`src/rtl/id_ex_if.sv`:
```
// Decode-to-execute bus: ID-side operands/control in, EX-side registered copies,
// the load-use stall request and the performance counters out.
interface id_ex_if #(
    parameter int DATA_W = 32,
    parameter int REG_AW = 5,
    parameter int CTRL_W = 12,
    parameter int CNT_W  = 16
);
    logic              id_valid;
    logic [DATA_W-1:0] id_pc;
    logic [DATA_W-1:0] id_rd1;
    logic [DATA_W-1:0] id_rd2;
    logic [DATA_W-1:0] id_ext;
    logic [REG_AW-1:0] id_rs;
    logic [REG_AW-1:0] id_rt;
    logic [REG_AW-1:0] id_wa;
    logic [CTRL_W-1:0] id_ctrl;
    logic              flush;

    logic              ex_valid;
    logic [DATA_W-1:0] ex_pc;
    logic [DATA_W-1:0] ex_rd1;
    logic [DATA_W-1:0] ex_rd2;
    logic [DATA_W-1:0] ex_ext;
    logic [REG_AW-1:0] ex_rs;
    logic [REG_AW-1:0] ex_rt;
    logic [REG_AW-1:0] ex_wa;
    logic [CTRL_W-1:0] ex_ctrl;
    logic              hazard_stall;
    logic [CNT_W-1:0]  stall_cnt;
    logic [CNT_W-1:0]  flush_cnt;

    modport master (
        output id_valid, id_pc, id_rd1, id_rd2, id_ext, id_rs, id_rt, id_wa, id_ctrl, flush,
        input  ex_valid, ex_pc, ex_rd1, ex_rd2, ex_ext, ex_rs, ex_rt, ex_wa, ex_ctrl,
        input  hazard_stall, stall_cnt, flush_cnt
    );

    modport slave (
        input  id_valid, id_pc, id_rd1, id_rd2, id_ext, id_rs, id_rt, id_wa, id_ctrl, flush,
        output ex_valid, ex_pc, ex_rd1, ex_rd2, ex_ext, ex_rs, ex_rt, ex_wa, ex_ctrl,
        output hazard_stall, stall_cnt, flush_cnt
    );
endinterface

```
`src/rtl/id_ex_stage.sv`:
```
// ID/EX pipeline register: captures decoded operands/control, inserts a bubble on
// load-use hazards or flush, and keeps saturating stall/flush event counters.
module id_ex_stage #(
    parameter int DATA_W = 32,
    parameter int REG_AW = 5,
    parameter int CTRL_W = 12,
    parameter int CNT_W  = 16
) (
    input  logic   i_clk,
    input  logic   i_rst_n,
    id_ex_if.slave s_bus
);
    localparam int MEM2R_BIT = 10;

    logic              r_ex_valid;
    logic [DATA_W-1:0] r_ex_pc;
    logic [DATA_W-1:0] r_ex_rd1;
    logic [DATA_W-1:0] r_ex_rd2;
    logic [DATA_W-1:0] r_ex_ext;
    logic [REG_AW-1:0] r_ex_rs;
    logic [REG_AW-1:0] r_ex_rt;
    logic [REG_AW-1:0] r_ex_wa;
    logic [CTRL_W-1:0] r_ex_ctrl;
    logic [CNT_W-1:0]  r_stall_cnt;
    logic [CNT_W-1:0]  r_flush_cnt;

    logic w_hazard_raw;
    logic w_hazard;
    logic w_bubble;

    // A load in EX whose destination is read by the valid ID instruction; $zero never hazards.
    assign w_hazard_raw = r_ex_valid & r_ex_ctrl[MEM2R_BIT] & s_bus.id_valid
                        & (r_ex_wa != '0)
                        & ((r_ex_wa == s_bus.id_rs) | (r_ex_wa == s_bus.id_rt));
    // Flush already kills the ID instruction, so there is nothing to hold.
    assign w_hazard = w_hazard_raw & ~s_bus.flush;
    assign w_bubble = s_bus.flush | w_hazard;

    always_ff @(posedge i_clk or negedge i_rst_n) begin
        if (!i_rst_n) begin
            r_ex_valid <= 1'b0;
            r_ex_pc    <= '0;
            r_ex_rd1   <= '0;
            r_ex_rd2   <= '0;
            r_ex_ext   <= '0;
            r_ex_rs    <= '0;
            r_ex_rt    <= '0;
            r_ex_wa    <= '0;
            r_ex_ctrl  <= '0;
        end else if (w_bubble) begin
            r_ex_valid <= 1'b0;
            r_ex_pc    <= '0;
            r_ex_rd1   <= '0;
            r_ex_rd2   <= '0;
            r_ex_ext   <= '0;
            r_ex_rs    <= '0;
            r_ex_rt    <= '0;
            r_ex_wa    <= '0;
            r_ex_ctrl  <= '0;
        end else begin
            r_ex_valid <= s_bus.id_valid;
            r_ex_pc    <= s_bus.id_pc;
            r_ex_rd1   <= s_bus.id_rd1;
            r_ex_rd2   <= s_bus.id_rd2;
            r_ex_ext   <= s_bus.id_ext;
            r_ex_rs    <= s_bus.id_rs;
            r_ex_rt    <= s_bus.id_rt;
            r_ex_wa    <= s_bus.id_wa;
            r_ex_ctrl  <= s_bus.id_ctrl;
        end
    end

    always_ff @(posedge i_clk or negedge i_rst_n) begin
        if (!i_rst_n) begin
            r_stall_cnt <= '0;
            r_flush_cnt <= '0;
        end else begin
            if (w_hazard && (r_stall_cnt != '1))
                r_stall_cnt <= r_stall_cnt + 1'b1;
            if (s_bus.flush && (r_flush_cnt != '1))
                r_flush_cnt <= r_flush_cnt + 1'b1;
        end
    end

    assign s_bus.ex_valid     = r_ex_valid;
    assign s_bus.ex_pc        = r_ex_pc;
    assign s_bus.ex_rd1       = r_ex_rd1;
    assign s_bus.ex_rd2       = r_ex_rd2;
    assign s_bus.ex_ext       = r_ex_ext;
    assign s_bus.ex_rs        = r_ex_rs;
    assign s_bus.ex_rt        = r_ex_rt;
    assign s_bus.ex_wa        = r_ex_wa;
    assign s_bus.ex_ctrl      = r_ex_ctrl;
    assign s_bus.hazard_stall = w_hazard;
    assign s_bus.stall_cnt    = r_stall_cnt;
    assign s_bus.flush_cnt    = r_flush_cnt;
endmodule

```
`src/flat_wrapper.sv`:
```
// flat-port wrapper written by rule: the top's interface ports become plain ports
module id_ex_stage_flat 
#(
    parameter int DATA_W = 32,
    parameter int REG_AW = 5,
    parameter int CTRL_W = 12,
    parameter int CNT_W  = 16
)
  (i_clk, i_rst_n, s_bus_id_valid, s_bus_id_pc, s_bus_id_rd1, s_bus_id_rd2, s_bus_id_ext, s_bus_id_rs, s_bus_id_rt, s_bus_id_wa, s_bus_id_ctrl, s_bus_flush, s_bus_ex_valid, s_bus_ex_pc, s_bus_ex_rd1, s_bus_ex_rd2, s_bus_ex_ext, s_bus_ex_rs, s_bus_ex_rt, s_bus_ex_wa, s_bus_ex_ctrl, s_bus_hazard_stall, s_bus_stall_cnt, s_bus_flush_cnt);
  id_ex_if #(.DATA_W(DATA_W), .REG_AW(REG_AW), .CTRL_W(CTRL_W), .CNT_W(CNT_W)) s_bus_i ();
  input  logic i_clk;
  input  logic i_rst_n;
  input wire logic [$bits(s_bus_i.id_valid)-1:0] s_bus_id_valid;
  input wire logic [$bits(s_bus_i.id_pc)-1:0] s_bus_id_pc;
  input wire logic [$bits(s_bus_i.id_rd1)-1:0] s_bus_id_rd1;
  input wire logic [$bits(s_bus_i.id_rd2)-1:0] s_bus_id_rd2;
  input wire logic [$bits(s_bus_i.id_ext)-1:0] s_bus_id_ext;
  input wire logic [$bits(s_bus_i.id_rs)-1:0] s_bus_id_rs;
  input wire logic [$bits(s_bus_i.id_rt)-1:0] s_bus_id_rt;
  input wire logic [$bits(s_bus_i.id_wa)-1:0] s_bus_id_wa;
  input wire logic [$bits(s_bus_i.id_ctrl)-1:0] s_bus_id_ctrl;
  input wire logic [$bits(s_bus_i.flush)-1:0] s_bus_flush;
  output wire logic [$bits(s_bus_i.ex_valid)-1:0] s_bus_ex_valid;
  output wire logic [$bits(s_bus_i.ex_pc)-1:0] s_bus_ex_pc;
  output wire logic [$bits(s_bus_i.ex_rd1)-1:0] s_bus_ex_rd1;
  output wire logic [$bits(s_bus_i.ex_rd2)-1:0] s_bus_ex_rd2;
  output wire logic [$bits(s_bus_i.ex_ext)-1:0] s_bus_ex_ext;
  output wire logic [$bits(s_bus_i.ex_rs)-1:0] s_bus_ex_rs;
  output wire logic [$bits(s_bus_i.ex_rt)-1:0] s_bus_ex_rt;
  output wire logic [$bits(s_bus_i.ex_wa)-1:0] s_bus_ex_wa;
  output wire logic [$bits(s_bus_i.ex_ctrl)-1:0] s_bus_ex_ctrl;
  output wire logic [$bits(s_bus_i.hazard_stall)-1:0] s_bus_hazard_stall;
  output wire logic [$bits(s_bus_i.stall_cnt)-1:0] s_bus_stall_cnt;
  output wire logic [$bits(s_bus_i.flush_cnt)-1:0] s_bus_flush_cnt;
  assign s_bus_i.id_valid = s_bus_id_valid;
  assign s_bus_i.id_pc = s_bus_id_pc;
  assign s_bus_i.id_rd1 = s_bus_id_rd1;
  assign s_bus_i.id_rd2 = s_bus_id_rd2;
  assign s_bus_i.id_ext = s_bus_id_ext;
  assign s_bus_i.id_rs = s_bus_id_rs;
  assign s_bus_i.id_rt = s_bus_id_rt;
  assign s_bus_i.id_wa = s_bus_id_wa;
  assign s_bus_i.id_ctrl = s_bus_id_ctrl;
  assign s_bus_i.flush = s_bus_flush;
  assign s_bus_ex_valid = s_bus_i.ex_valid;
  assign s_bus_ex_pc = s_bus_i.ex_pc;
  assign s_bus_ex_rd1 = s_bus_i.ex_rd1;
  assign s_bus_ex_rd2 = s_bus_i.ex_rd2;
  assign s_bus_ex_ext = s_bus_i.ex_ext;
  assign s_bus_ex_rs = s_bus_i.ex_rs;
  assign s_bus_ex_rt = s_bus_i.ex_rt;
  assign s_bus_ex_wa = s_bus_i.ex_wa;
  assign s_bus_ex_ctrl = s_bus_i.ex_ctrl;
  assign s_bus_hazard_stall = s_bus_i.hazard_stall;
  assign s_bus_stall_cnt = s_bus_i.stall_cnt;
  assign s_bus_flush_cnt = s_bus_i.flush_cnt;
  id_ex_stage #(.DATA_W(DATA_W), .REG_AW(REG_AW), .CTRL_W(CTRL_W), .CNT_W(CNT_W)) u_core (.i_clk(i_clk), .i_rst_n(i_rst_n), .s_bus(s_bus_i));
endmodule
```
`config.mk`:
```
export PLATFORM = sky130hd
export DESIGN_NAME = id_ex_stage_flat
export DESIGN_NICKNAME = d
export VERILOG_FILES = /design/src/rtl/id_ex_if.sv /design/src/rtl/id_ex_stage.sv /design/src/flat_wrapper.sv
export SDC_FILE = /design/constraint.sdc
export NUM_CORES = 1
export LEC_CHECK = 0
export ABC_AREA = 1
export CELL_PAD_IN_SITES_DETAIL_PLACEMENT = 1
export CELL_PAD_IN_SITES_GLOBAL_PLACEMENT = 2
export CORE_MARGIN = 2
export CORE_UTILIZATION = 24
export CTS_BUF_LIST = sky130_fd_sc_hd__clkbuf_4 sky130_fd_sc_hd__clkbuf_8
export DETAILED_ROUTE_END_ITERATION = 16
export PLACE_DENSITY_LB_ADDON = 0.12
export SKIP_CTS_REPAIR_TIMING = 1
export SLEW_MARGIN = 20
export SYNTH_ARGS = -nofsm -noshare
export SYNTH_HDL_FRONTEND = slang
export SYNTH_SLANG_ARGS = --single-unit
```
`constraint.sdc`:
```
create_clock -name i_clk -period 1.9 [get_ports i_clk]
set_clock_uncertainty 0.05 [all_clocks]
set_input_delay 0.38 -clock i_clk [delete_from_list [all_inputs] [get_ports i_clk]]
set_output_delay 0.38 -clock i_clk [all_outputs]
set_load 0.02 [all_outputs]
```
## After elaboration in Yosys (flattened, before gate mapping)

Index checks and enable logic that the tools add are counted.

| operators by class | value |
|---|---|
| $add $sub $neg | 2 |
| bitwise gates (word level) | 8 |
| equal/unequal tests | 4 |
| muxes and demuxes | 9 |
| reduce and logical (&&, ||, !) cells | 3 |

Operators with widths:

| kind | number |
|---|---|
| $mux 32 | 4 |
| $add 16x1->16 const B | 2 |
| $ne 16x16->1 const B | 2 |
| $mux 5 | 3 |
| $mux 12 | 1 |
| $eq 5x5->1 | 2 |
| $and 1x1->1 | 5 |
| $reduce_bool 5->1 | 1 |
| $logic_and 1x1->1 | 2 |
| $or 1x1->1 | 2 |
| $mux 1 | 1 |
| $not 1->1 | 1 |

| word-level totals | value |
|---|---|
| output and inout port bits | 189 |
| bits of input ports | 159 |
| bits in registers | 188 |
| word-level logic and storage cells | 37 |

## Logic depth before layout (Yosys ltp)

Gate-level depths: netlist (run 1).

| logic depth | value |
|---|---|
| word-level depth | 7 |
| depth in mapped cells | 11 |
| gate-level depth less buffers | 11 |

## Worst setup path before layout (run 1)

OpenSTA, ideal clock, no wires.

| timing | value |
|---|---|
| path type | register to register |
| start | reg u_core.r_stall_cnt[0], in the netlist u_core.s_bus.stall_cnt[0] |
| end | reg u_core.r_stall_cnt[9], in the netlist u_core.s_bus.stall_cnt[9] |
| stages on the path, launching flop included | 10 |
| setup time | 117 ps |
| data required time | 1733 ps |
| period minus slack after synthesis | 1679 ps |
| path slack | 221 ps |
| buffers on the path | 1 |
| data arrival time | 1512 ps |
| path through | dfrtp_1 > ha_1 > nand3_1 > inv_1 > nand2_1 > nor2_1 > nor2_4 > buf_6 > nand2_1 > nand2_1 |

| on the way | value |
|---|---|
| longest elaborated chain between the ends | 2 |
| elaborated cells between the ends (all ways) | 3 |
| those cells by class | add/sub (1); eq/ne (1); reduce/logical (1) |

RTL lines:

| what | RTL line | text |
|---|---|---|
| start: declaration | id_ex_stage.sv:24 | `logic [CNT_W-1:0] r_stall_cnt;` |
| start signal: assignment | id_ex_stage.sv:79 | `r_stall_cnt <= r_stall_cnt + 1'b1;` |
| branches (longest 2 deep; another with $add 16x1->16) | -- |  |

Parallel ways; which one is timed is not known.
A chain may end at the register's enable or synchronous reset.

## Worst setup path after layout (run 1)

| timing | value |
|---|---|
| start | reg u_core.r_ex_wa[3], in the netlist u_core.s_bus.ex_wa[3] |
| end | out s_bus_hazard_stall |

| on the way | value |
|---|---|
| longest elaborated chain between the ends | 4 |
| elaborated cells between the ends (all ways) | 7 |
| those cells by class | eq/ne (2); bitwise (4); reduce/logical (1) |

RTL lines:

| what | RTL line | text |
|---|---|---|
| start: declaration | id_ex_stage.sv:22 | `logic [REG_AW-1:0] r_ex_wa;` |
| start signal: assignment | id_ex_stage.sv:68 | `r_ex_wa <= s_bus.id_wa;` |
| $eq 5x5->1 or $reduce_bool 5->1 (tied branches) | id_ex_stage.sv:34, id_ex_stage.sv:33 |  |
| $or 1x1->1 or $and 1x1->1 (tied branches) | id_ex_stage.sv:34, id_ex_stage.sv:33 |  |
| $and 1x1->1 (*) | id_ex_stage.sv:34 | `& ((r_ex_wa == s_bus.id_rs) \| (r_ex_wa == s_bus.id_rt));` |
| $and 1x1->1 (*) | id_ex_stage.sv:36 | `assign w_hazard = w_hazard_raw & ~s_bus.flush;` |
| end: declaration | flat_wrapper.sv:32 | `output wire logic [$bits(s_bus_i.hazard_stall)-1:0] s_bus_hazard_stall;` |

Mark *: on every way between the ends. The rest lies on a longest branch, timed or not.

==> summary.txt, run 1 <==
Run status
  – Outcome: complete, but fails checks
  – Failing checks: setup timing

Detailed routing
  – Final ANT Viol Nets: 0
  – TritonRoute pass-1 iters: 4
  – Average vias per placed instance: 3.83
  – Post-DR wirelength/cell: 15.3 um
  – Wirelength, routed: 23700 um
  – Iter 0 DRT Violations: 181
  – DRC viols: 0
  – Via Count: 5913

Yosys
  – Seq/Total Area, Yosys: 65.3%
  – Synth Area in Compound Gates: less than 1%
  – YS warnings: 0
  – Avg Inst Size Synth: 9.58 um2
  – Cell with the most instances after synthesis: dfrtp_1
  – Post-synth EDFFs: 0
  – Yosys top cell area share: roughly 65%
  – Cell area after synthesis: between 0.007 and 0.008 mm2
  – Area contributors post-synth: dfrtp_1 (65%), inv_1 (9.4%), nor2_1 (9.3%)
  – Mapped Cells: 752
  – Post-synthesis mux area share: 0%
  – Post-synthesis net count: 913
  – Primary FF master, synth: dfrtp_1
  – FF+latch count, synth: ~190
  – Top cells by count, synth: dfrtp_1 (188), inv_1 (181), nor2_1 (179)
  – Yosys cell types: 23
  – Synth Area in XOR/XNOR: under 10%
  – Async SR Flop Fraction: 100%
  – Main combinational cell family by area after synthesis: simple AND/OR/NAND/NOR gates
  – Post-Synth Adder-Cell Area: 0.347%
  – Cell taking the most area after synthesis: dfrtp_1
  – Simple-gate portion of the synthesized area: roughly 18%

Clocking
  – Total CTS buffers: 17
  – H-tree depth: 4
  – Num Clock Sinks: 188
  – Reg clk slew, reported paths: roughly 0.1 ns
  – Clock Tree Root: clkbuf_8
  – CTS tree: yes
  – Maximum clock path buffer count: 2
  – Worst skew pair latency: between 0.4 and 0.5 ns

Floorplanning
  – Ports: 348
  – Starting Density: about a quarter
  – Die area: 0.0314 mm2
  – Std cell rows: 63
  – Die width: around 180 um
  – Die Ht: 177 um
  – Core Region: 0.0296 mm2

Cells and area
  – Design Area, Final: 0.0122 mm2
  – Syn-to-layout area delta: 69.6%
  – Share of cells above drive strength 1: 9.19%
  – Fill count: approximately 3300
  – Register area: 0.00471 mm2
  – Antenna Cells: 0
  – Multi-input logic area: 0.00164 mm2
  – Post-layout nets: 1302

Pwr
  – Sw Share: 29.2%
  – Pint: 6260 uW
  – Clock power share: 31.2%
  – LEAKAGE: between 0.008 and 0.009 uW
  – Worst vdd ir: 403 uV
  – Seq pwr share: 49.5%
  – Power Dens Cells: 723 mW/mm2
  – Logic gate share of total power: between 10% and 20%
  – Switch Pwr: 2580 uW

STA
  – Max Slew Vio Count: 0
  – Max-slew headroom: about three quarters
  – Setup TNS: -0.193 ns
  – Final setup fails: 1
  – Maximum clock rate: ~0.48 GHz
  – Least-Margin Pin Slew: 0.394 ns
  – Tmin final: about 2.1 ns
  – Final Cycle Share: 110%
  – Final setup margin: -0.193 ns
  – Hold Violations, Final: 0
  – Unrepaired setup endpoints after global routing: yes

Global route
  – Remaining Overflow, GRT: 0
  – Largest net degree at the start of global routing: 45
  – First-pass GRT wire length: 36100 um
  – Tot GR Track Use: 15.3%
  – Initial antenna violation count: 2
  – Vias in the first global route: 6272

Placement
  – Placer's final routability congestion estimate: 0.732
  – Post-Place Setup Slack: -0.751 ns
  – Post-placement cell area: 0.0114 mm2
  – DP HPWL: 18300 um
  – PortBufs: ~350

Critical path
  – Req. time, crit path: 1.47 ns
  – Max FO, Critical Path: 4
  – Startpoint types: flop
  – WP data arrival: ~1.7 ns
  – CP Capture Type: output port
  – Class of the most critical setup path: reg2out
  – R2R setup slack: ~0.15 ns

Job
  – Max_cap viols: 0

Hold path
  – Worst min-delay path class: in2async
==> routing by layer <==
metal,routed length [um],up-vias,track usage [%]
met5,13,-,0
met4,260,2,3.51
met3,2870,13,8.03
met2,11300,219,25.5
met1,9190,2789,17.4
li1,-,2890,-
==> state kept, by name, summed over array words and instances, names as in the netlist <==
signal                  cells
u_core.s_bus.flush_cnt     16
u_core.s_bus.ex_rd1        32
u_core.s_bus.ex_pc         32
u_core.s_bus.ex_wa          5
u_core.s_bus.ex_valid       1
u_core.s_bus.stall_cnt     16
u_core.s_bus.ex_ext        32
u_core.s_bus.ex_rs          5
u_core.s_bus.ex_rt          5
u_core.s_bus.ex_ctrl       12
u_core.s_bus.ex_rd2        32
==> cell type report <==
type                            count  share of cell area (%)
Timing Repair Buffer              389                    35.0
Clock inverter                     12                    1.04
Inverter                          187                    5.75
Clock buffer                       19                    2.14
Sequential cell                   188                    38.6
Tap cell                          390                    4.00
Multi-Input combinational cell    358                    13.5
==> cells in the final DEF, fill, tap and decap left out <==
| master | Yosys | routed |
|---|---|---|
| and3_1 | 1 | 1 |
| buf_12 | 0 | 8 |
| buf_4 | 0 | 30 |
| buf_6 | 12 | 4 |
| bufinv_16 | 0 | 1 |
| clkbuf_8 | 5 | 20 |
| clkdlybuf4s50_1 | 0 | 197 |
| clkinv_1 | 1 | 1 |
| clkinv_2 | 0 | 1 |
| clkinv_4 | 0 | 2 |
| dfrtp_1 | 188 | 181 |
| dfrtp_2 | 0 | 7 |
| dlygate4sd3_1 | 0 | 1 |
| dlymetal6s2s_1 | 0 | 148 |
| ha_1 | 2 | 2 |
| inv_1 | 181 | 180 |
| inv_2 | 5 | 6 |
| inv_6 | 0 | 6 |
| inv_8 | 0 | 2 |
| nand2_1 | 113 | 110 |
| nand2_2 | 2 | 4 |
| nand2_8 | 0 | 1 |
| nand3_1 | 13 | 12 |
| nand3_2 | 1 | 2 |
| nand4_1 | 5 | 5 |
| nand4_2 | 1 | 1 |
| nor2_1 | 179 | 173 |
| nor2_2 | 2 | 7 |
| nor2_4 | 1 | 2 |
| nor3_1 | 5 | 5 |
| nor4_1 | 1 | 1 |
| o21ai_0 | 3 | 2 |
| o21ai_1 | 0 | 1 |
| xnor2_1 | 14 | 12 |
| xnor2_2 | 0 | 2 |
| xor2_1 | 15 | 15 |
==> path summary, 6_finish.rpt <==
check / endpoint / cells past startpoint / start
worst max-delay path: s_bus_hazard_stall / 7 / u_core.s_bus.ex_wa[3]
worst min-delay path: u_core.s_bus.ex_ext[31] / 2 / i_rst_n
worst max register to register: u_core.s_bus.ex_ctrl[1] / 10 / u_core.s_bus.ex_wa[0]
min in group i_clk: u_core.s_bus.ex_pc[8] / 3 / s_bus_id_pc[8]
worst min register to register: u_core.s_bus.flush_cnt[5] / 1 / u_core.s_bus.flush_cnt[5]
max in group asynchronous: u_core.s_bus.ex_wa[1] / 3 / i_rst_n
==> cell families after synthesis <==
logic type | Yosys count
DFF | 188
xor gates and xnor gates | 29
adders and majority gates | 2
buffers and inverters | 206
AOI/OAI and AO/OA | 3
and+or+nand+nor | 324
==> per-stage QoR <==
step	std cells	hold WS [ns]	utilization (%)	total power, uW
global route	1543	0.327	41.3	9340
CTS	1541	-0.242	39.8	9070
global placement	1510	0.296	38.5	6210
finish	1543	0.348	41.3	8840
detailed placement	1510	0.298	38.5	6230
floorplan	752	0.0344	-	5120
==> critical path, cell delays in order, from the launching register on <==
cell and delay [ns]:
dfrtp_2 0.48, buf_6 0.14, xnor2_2 0.13, nand3_1 0.10, nand2_2 0.09, nand3_2 0.08
inv_2 0.08, buf_6 0.11
==> power groups by stage <==
stage	registers [uW]	clock network (uW)	logic [uW]
after detailed placement	4470	0	1760
final	4370	2750	1710
after global routing	4420	3050	1870
after global placement	4460	0	1750
after CTS	4390	2910	1770
after floorplan	4760	0	359
Note: power is estimated with default switching activity, not from simulation.
==> inputs of run 2 (changes only) <==
Settings changed: CTS_CLUSTER_DIAMETER set to 200, PLACE_DENSITY set to 0.9, PLACE_DENSITY_LB_ADDON 0.12 to not set, SETUP_SLACK_MARGIN set to 0.1.
==> run 2 against run 1 <==
Effect of this change: the flow still finishes with violations (setup timing); non-clock buffer count increased by 24; largest cell class is now buffers; sequential share of layout area is 3.4 points lower; clock power barely moved; clock-buffer cell count unchanged; hold slack worse by 0.034 ns; largest power group unchanged; sequential power is essentially flat; highest routed layer is now met4; cell area up 9.5%; sequential cell count did not move; setup slack lost 0.072 ns; critical path depth rose by 3; register-to-register slack got worse by 0.20 ns; total power is 3.6% higher.
==> summary.txt, run 2 (synthesized netlist as in run 1, its figures left out) <==
Cells and area
  – Fill count: between 3000 and 4000
  – Commonest non-fill, non-tap cell in the layout: dlymetal6s2s_1
  – Final core occ: around 45%
  – Multi-input logic area: around 0.0022 mm2
  – Non-Filler Instances: between 1500 and 2000
  – Most frequent cells in the layout: dlymetal6s2s_1 (186), dfrtp_1 (184), inv_1 (178)
  – Post-layout nets: 1330
  – Design Area, Final: 0.0134 mm2
  – Syn-to-layout area delta: 85.6%
  – Share of cells above drive strength 1: 22.3%
  – Register area: 0.00471 mm2

Clocking
  – Clock Tree Root: clkbuf_8
  – Maximum clock path buffer count: 2
  – CTS tree: yes
  – Reg clk slew, reported paths: between 0.1 and 0.15 ns
  – Num Clock Sinks: 188
  – H-tree depth: 4
  – Total CTS buffers: 17
  – Worst skew pair latency: between 0.4 and 0.5 ns

Detailed routing
  – Wirelength, routed: ~27000 um
  – Average vias per placed instance: 4.03
  – Final ANT Viol Nets: 0
  – DRC viols: 0
  – Iter 0 DRT Violations: 200
  – TritonRoute pass-1 iters: 4
  – Post-DR wirelength/cell: 17.3 um
  – Via Count: approximately 6300

STA
  – Max-slew headroom: 75.9%
  – Final setup fails: 32
  – Maximum clock rate: approximately 0.46 GHz
  – Unrepaired setup endpoints after global routing: yes
  – Least-Margin Pin Slew: 0.361 ns
  – Hold Violations, Final: 0
  – Final setup margin: -0.265 ns
  – Max Slew Vio Count: 0
  – Tmin final: 2.16 ns
  – Setup TNS: -0.701 ns
  – Final Cycle Share: 114%
  – Worst hold-check slack: 0.315 ns

Placement
  – Post-placement cell area: 0.0114 mm2
  – DP HPWL: 18500 um
  – Placer's final routability congestion estimate: 0.767
  – Placed cell count: 1511
  – PortBufs: 347

Floorplanning
  – Die width: 177 um
  – Std cell rows: 63
  – Die Ht: 177 um
  – Die area: about 0.031 mm2
  – Ports: 348
  – Core Region: approximately 0.030 mm2
  – Starting Density: 24.4%

Global route
  – Tot GR Track Use: 15.3%
  – Initial antenna violation count: 1
  – First-pass GRT wire length: ~36000 um
  – Vias in the first global route: 6712
  – Remaining Overflow, GRT: 0
  – Largest net degree at the start of global routing: 60

Critical path
  – Max stage delay on crit path: between 0.4 and 0.5 ns
  – Crit path launch: u_core.s_bus.ex_wa[0]
  – CP max-delay cell: dfrtp_2
  – R2r startpoint: u_core.s_bus.ex_wa[0]
  – Worst path cell trace: nand2_2 -> inv_2 -> nor2_2 -> nor2_1 -> buf_4 -> nand3_2 -> nand2_2 -> nand3_2 -> inv_2 -> buf_6
  – Max FO, Critical Path: 5
  – Class of the most critical setup path: reg2out
  – CP Capture Type: output port
  – Startpoint types: flop
  – WP data arrival: roughly 1.7 ns
  – Req. time, crit path: ~1.5 ns

Hold path
  – Worst min-delay path class: in2async

Job
  – Max_cap viols: 0

Run status
  – Outcome: complete, but fails checks
  – Failing checks: setup timing

Pwr
  – LEAKAGE: 0.00888 uW
  – Power Dens Cells: 685 mW/mm2
  – Worst vdd ir: 349 uV
==> run 2: worst paths after layout <==
check	slack (ns)	to	cells after the start
max in group asynchronous	0.85	u_core.s_bus.ex_wa[0]	3
worst max register to register	-0.05	u_core.s_bus.ex_pc[12]	13
worst min-delay path	0.31	u_core.s_bus.flush_cnt[14]	2
worst min register to register	0.47	u_core.s_bus.flush_cnt[5]	1
worst max-delay path	-0.26	s_bus_hazard_stall	10
min in group i_clk	0.37	u_core.s_bus.ex_ext[2]	3
==> run 2: report_power, final <==
group | internal (uW) | switching, uW
combinational | 1000 | 1000
clock | 1150 | 1630
sequential | 4240 | 138
total | 6390 | 2770
==> run 2: cell type report <==
type	count	area share, %
multi-input combinational	362	16.3
antenna	1	0.0187
timing repair buffer	413	36.7
tap	390	3.65
inverter	187	5.25
clock buffer	19	1.96
sequential	188	35.2
clock inverter	13	0.992
==> run 2: critical path: cells and delay by family, from the launching register on <==
family,cells,cell delay [ns]
flip-flops,1,0.48
AND/OR/NAND/NOR,6,0.44
buffers and inverters,4,0.35
==> run 2: routing by layer <==
layer / part of all wire (%) / GRT usage [%] / wire length [um]
met2: 52 / 26.7 / 14200
met5: 0 / 0 / 0
met4: 2.5 / 6.40 / 675
met3: 8.8 / 6.16 / 2380
met1: 36 / 16.2 / 9890
==> run 2: stage by stage <==
stage               worst slack (ns)  power [uW]
floorplan                      0.221        5120
global placement              -0.733        6200
detailed placement            -0.742        6260
CTS                           -0.887        9080
global route                  -0.405        9620
finish                        -0.265        9150
==> inputs of run 3 (changes only) <==
Settings changed: CAP_MARGIN set to 10, SETUP_SLACK_MARGIN 0.1 to not set.
==> run 3 against run 2 <==
Effect of this change: the run still ends with setup timing left; global-route usage is the same; hold slack improved by 0.00051 ns; setup slack gained 0.016 ns; register-to-register slack improved by 0.09 ns; via count is 1.4% lower; clock-buffer cell count unchanged; wire length shrank 2.3%; clock power is essentially flat; critical path type unchanged.
==> summary.txt, run 3 (synthesized netlist as in run 1, its figures left out) <==
Detailed routing
  – Post-DR wirelength/cell: 16.9 um
  – TritonRoute pass-1 iters: 4
  – Via Count: ~6300
  – Final ANT Viol Nets: 0
  – Average vias per placed instance: 3.99
  – Iter 0 DRT Violations: 194
  – Wirelength, routed: 26500 um
  – DRC viols: 0

Global route
  – Initial antenna violation count: 1
  – First-pass GRT wire length: 36200 um
  – Tot GR Track Use: around 15%
  – Remaining Overflow, GRT: 0
  – Largest net degree at the start of global routing: 60
  – Vias in the first global route: 6712

Critical path
  – Max FO, Critical Path: 5
  – Startpoint types: flop
  – CP Capture Type: output port
  – Class of the most critical setup path: reg2out
  – WP data arrival: 1.72 ns
  – Req. time, crit path: 1.47 ns

Run status
  – Outcome: complete, but fails checks
  – Failing checks: setup timing

Cells and area
  – Fill count: 3275
  – Commonest non-fill, non-tap cell in the layout: dfrtp_1
  – Non-Filler Instances: 1565
  – Most frequent cells in the layout: dfrtp_1 (184), inv_1 (180), dlymetal6s2s_1 (177)
  – Share of cells above drive strength 1: between 15 and 20%
  – Design Area, Final: 0.0131 mm2
  – Syn-to-layout area delta: 81.8%
  – Register area: 0.00471 mm2
  – Post-layout nets: about 1300
  – Multi-input logic area: around 0.0020 mm2

Floorplanning
  – Core Region: 0.0296 mm2
  – Die width: between 150 and 200 um
  – Die Ht: 177 um
  – Std cell rows: 63
  – Starting Density: between 20% and 30%
  – Die area: 0.0314 mm2
  – Ports: 348

Placement
  – Post-placement cell area: about 0.011 mm2
  – DP HPWL: ~18000 um
  – Post-Place Setup Slack: -0.742 ns
  – Placed cell count: 1511
  – Placer's final routability congestion estimate: about 0.77
  – PortBufs: 347

Clocking
  – Maximum clock path buffer count: 2
  – Worst skew pair latency: 0.46 ns
  – CTS tree: yes
  – H-tree depth: 4
  – Clock Tree Root: clkbuf_8
  – Num Clock Sinks: 188
  – Reg clk slew, reported paths: roughly 0.11 ns
  – Total CTS buffers: 17

STA
  – Final Cycle Share: 113%
  – Max-slew headroom: 76.2%
  – Max Slew Vio Count: 0
  – Unrepaired setup endpoints after global routing: yes
  – Hold Violations, Final: 0
  – Least-Margin Pin Slew: 0.356 ns
  – Final setup fails: 1
  – Tmin final: 2.15 ns
  – Setup TNS: -0.249 ns
  – Final setup margin: -0.249 ns
  – Maximum clock rate: 0.465 GHz

Pwr
  – LEAKAGE: 0.00869 uW
  – Worst vdd ir: 344 uV
  – Power Dens Cells: 693 mW/mm2

Hold path
  – Worst min-delay path class: in2async

Job
  – Max_cap viols: 0
==> run 3: through the flow <==
step           util [%]  hold WS [ns]  power, uW
2_1_floorplan         -        0.0344       5120
3_3_place_gp       38.5         0.256       6200
3_5_place_dp       38.5         0.258       6260
4_1_cts            39.8        -0.296       9080
5_1_grt            44.3         0.282       9540
6_report           44.3         0.315       9070
==> run 3: path summary, 6_finish.rpt <==
path | slack (ns) | end | from | depth (start not counted)
max | -0.25 | s_bus_hazard_stall | u_core.s_bus.ex_wa[0] | 8
min | 0.32 | u_core.s_bus.flush_cnt[14] | i_rst_n | 2
max reg2reg | 0.04 | u_core.s_bus.ex_rd1[9] | u_core.s_bus.ex_wa[0] | 11
min reg2reg | 0.47 | u_core.s_bus.flush_cnt[4] | u_core.s_bus.flush_cnt[4] | 1
max in group asynchronous | 0.85 | u_core.s_bus.ex_wa[0] | i_rst_n | 3
min in group i_clk | 0.37 | u_core.s_bus.ex_pc[19] | s_bus_id_pc[19] | 3
==> run 3: where the power goes <==
group | leakage [uW] | total, uW | switching [uW] | internal (uW)
clock | 0.000194 | 2760 | 1620 | 1150
combinational | 0.00607 | 1920 | 964 | 959
sequential | 0.00242 | 4380 | 142 | 4240
total | 0.00869 | 9070 | 2720 | 6350
==> run 3: worst max-delay path, stage by stage, from the launching register on <==
cell and delay, ns:
dfrtp_2 0.48, nor2_2 0.12, nor2_2 0.05, nor2_2 0.15, nand3_2 0.09, nand2_2 0.10, nand3_2 0.08, inv_2 0.08
buf_6 0.11
==> run 3: layout make-up <==
type,instances,share of cell area [%]
inverter,187,5.36
sequential,188,36.0
antenna,1,0.0191
timing repair buffer,405,36.3
tap,390,3.73
clock buffer,19,2.00
multi-input combinational,362,15.6
clock inverter,13,1.01
==> run 3: per-layer routing <==
metal / vias up / global-route usage [%] / part of all wire [%]
met2: 226 / 26.7 / 53
met4: 0 / 6.40 / 2.1
met3: 30 / 6.16 / 8.3
met5: - / 0 / 0
met1: 3054 / 16.2 / 37
li1: 2941 / - / -
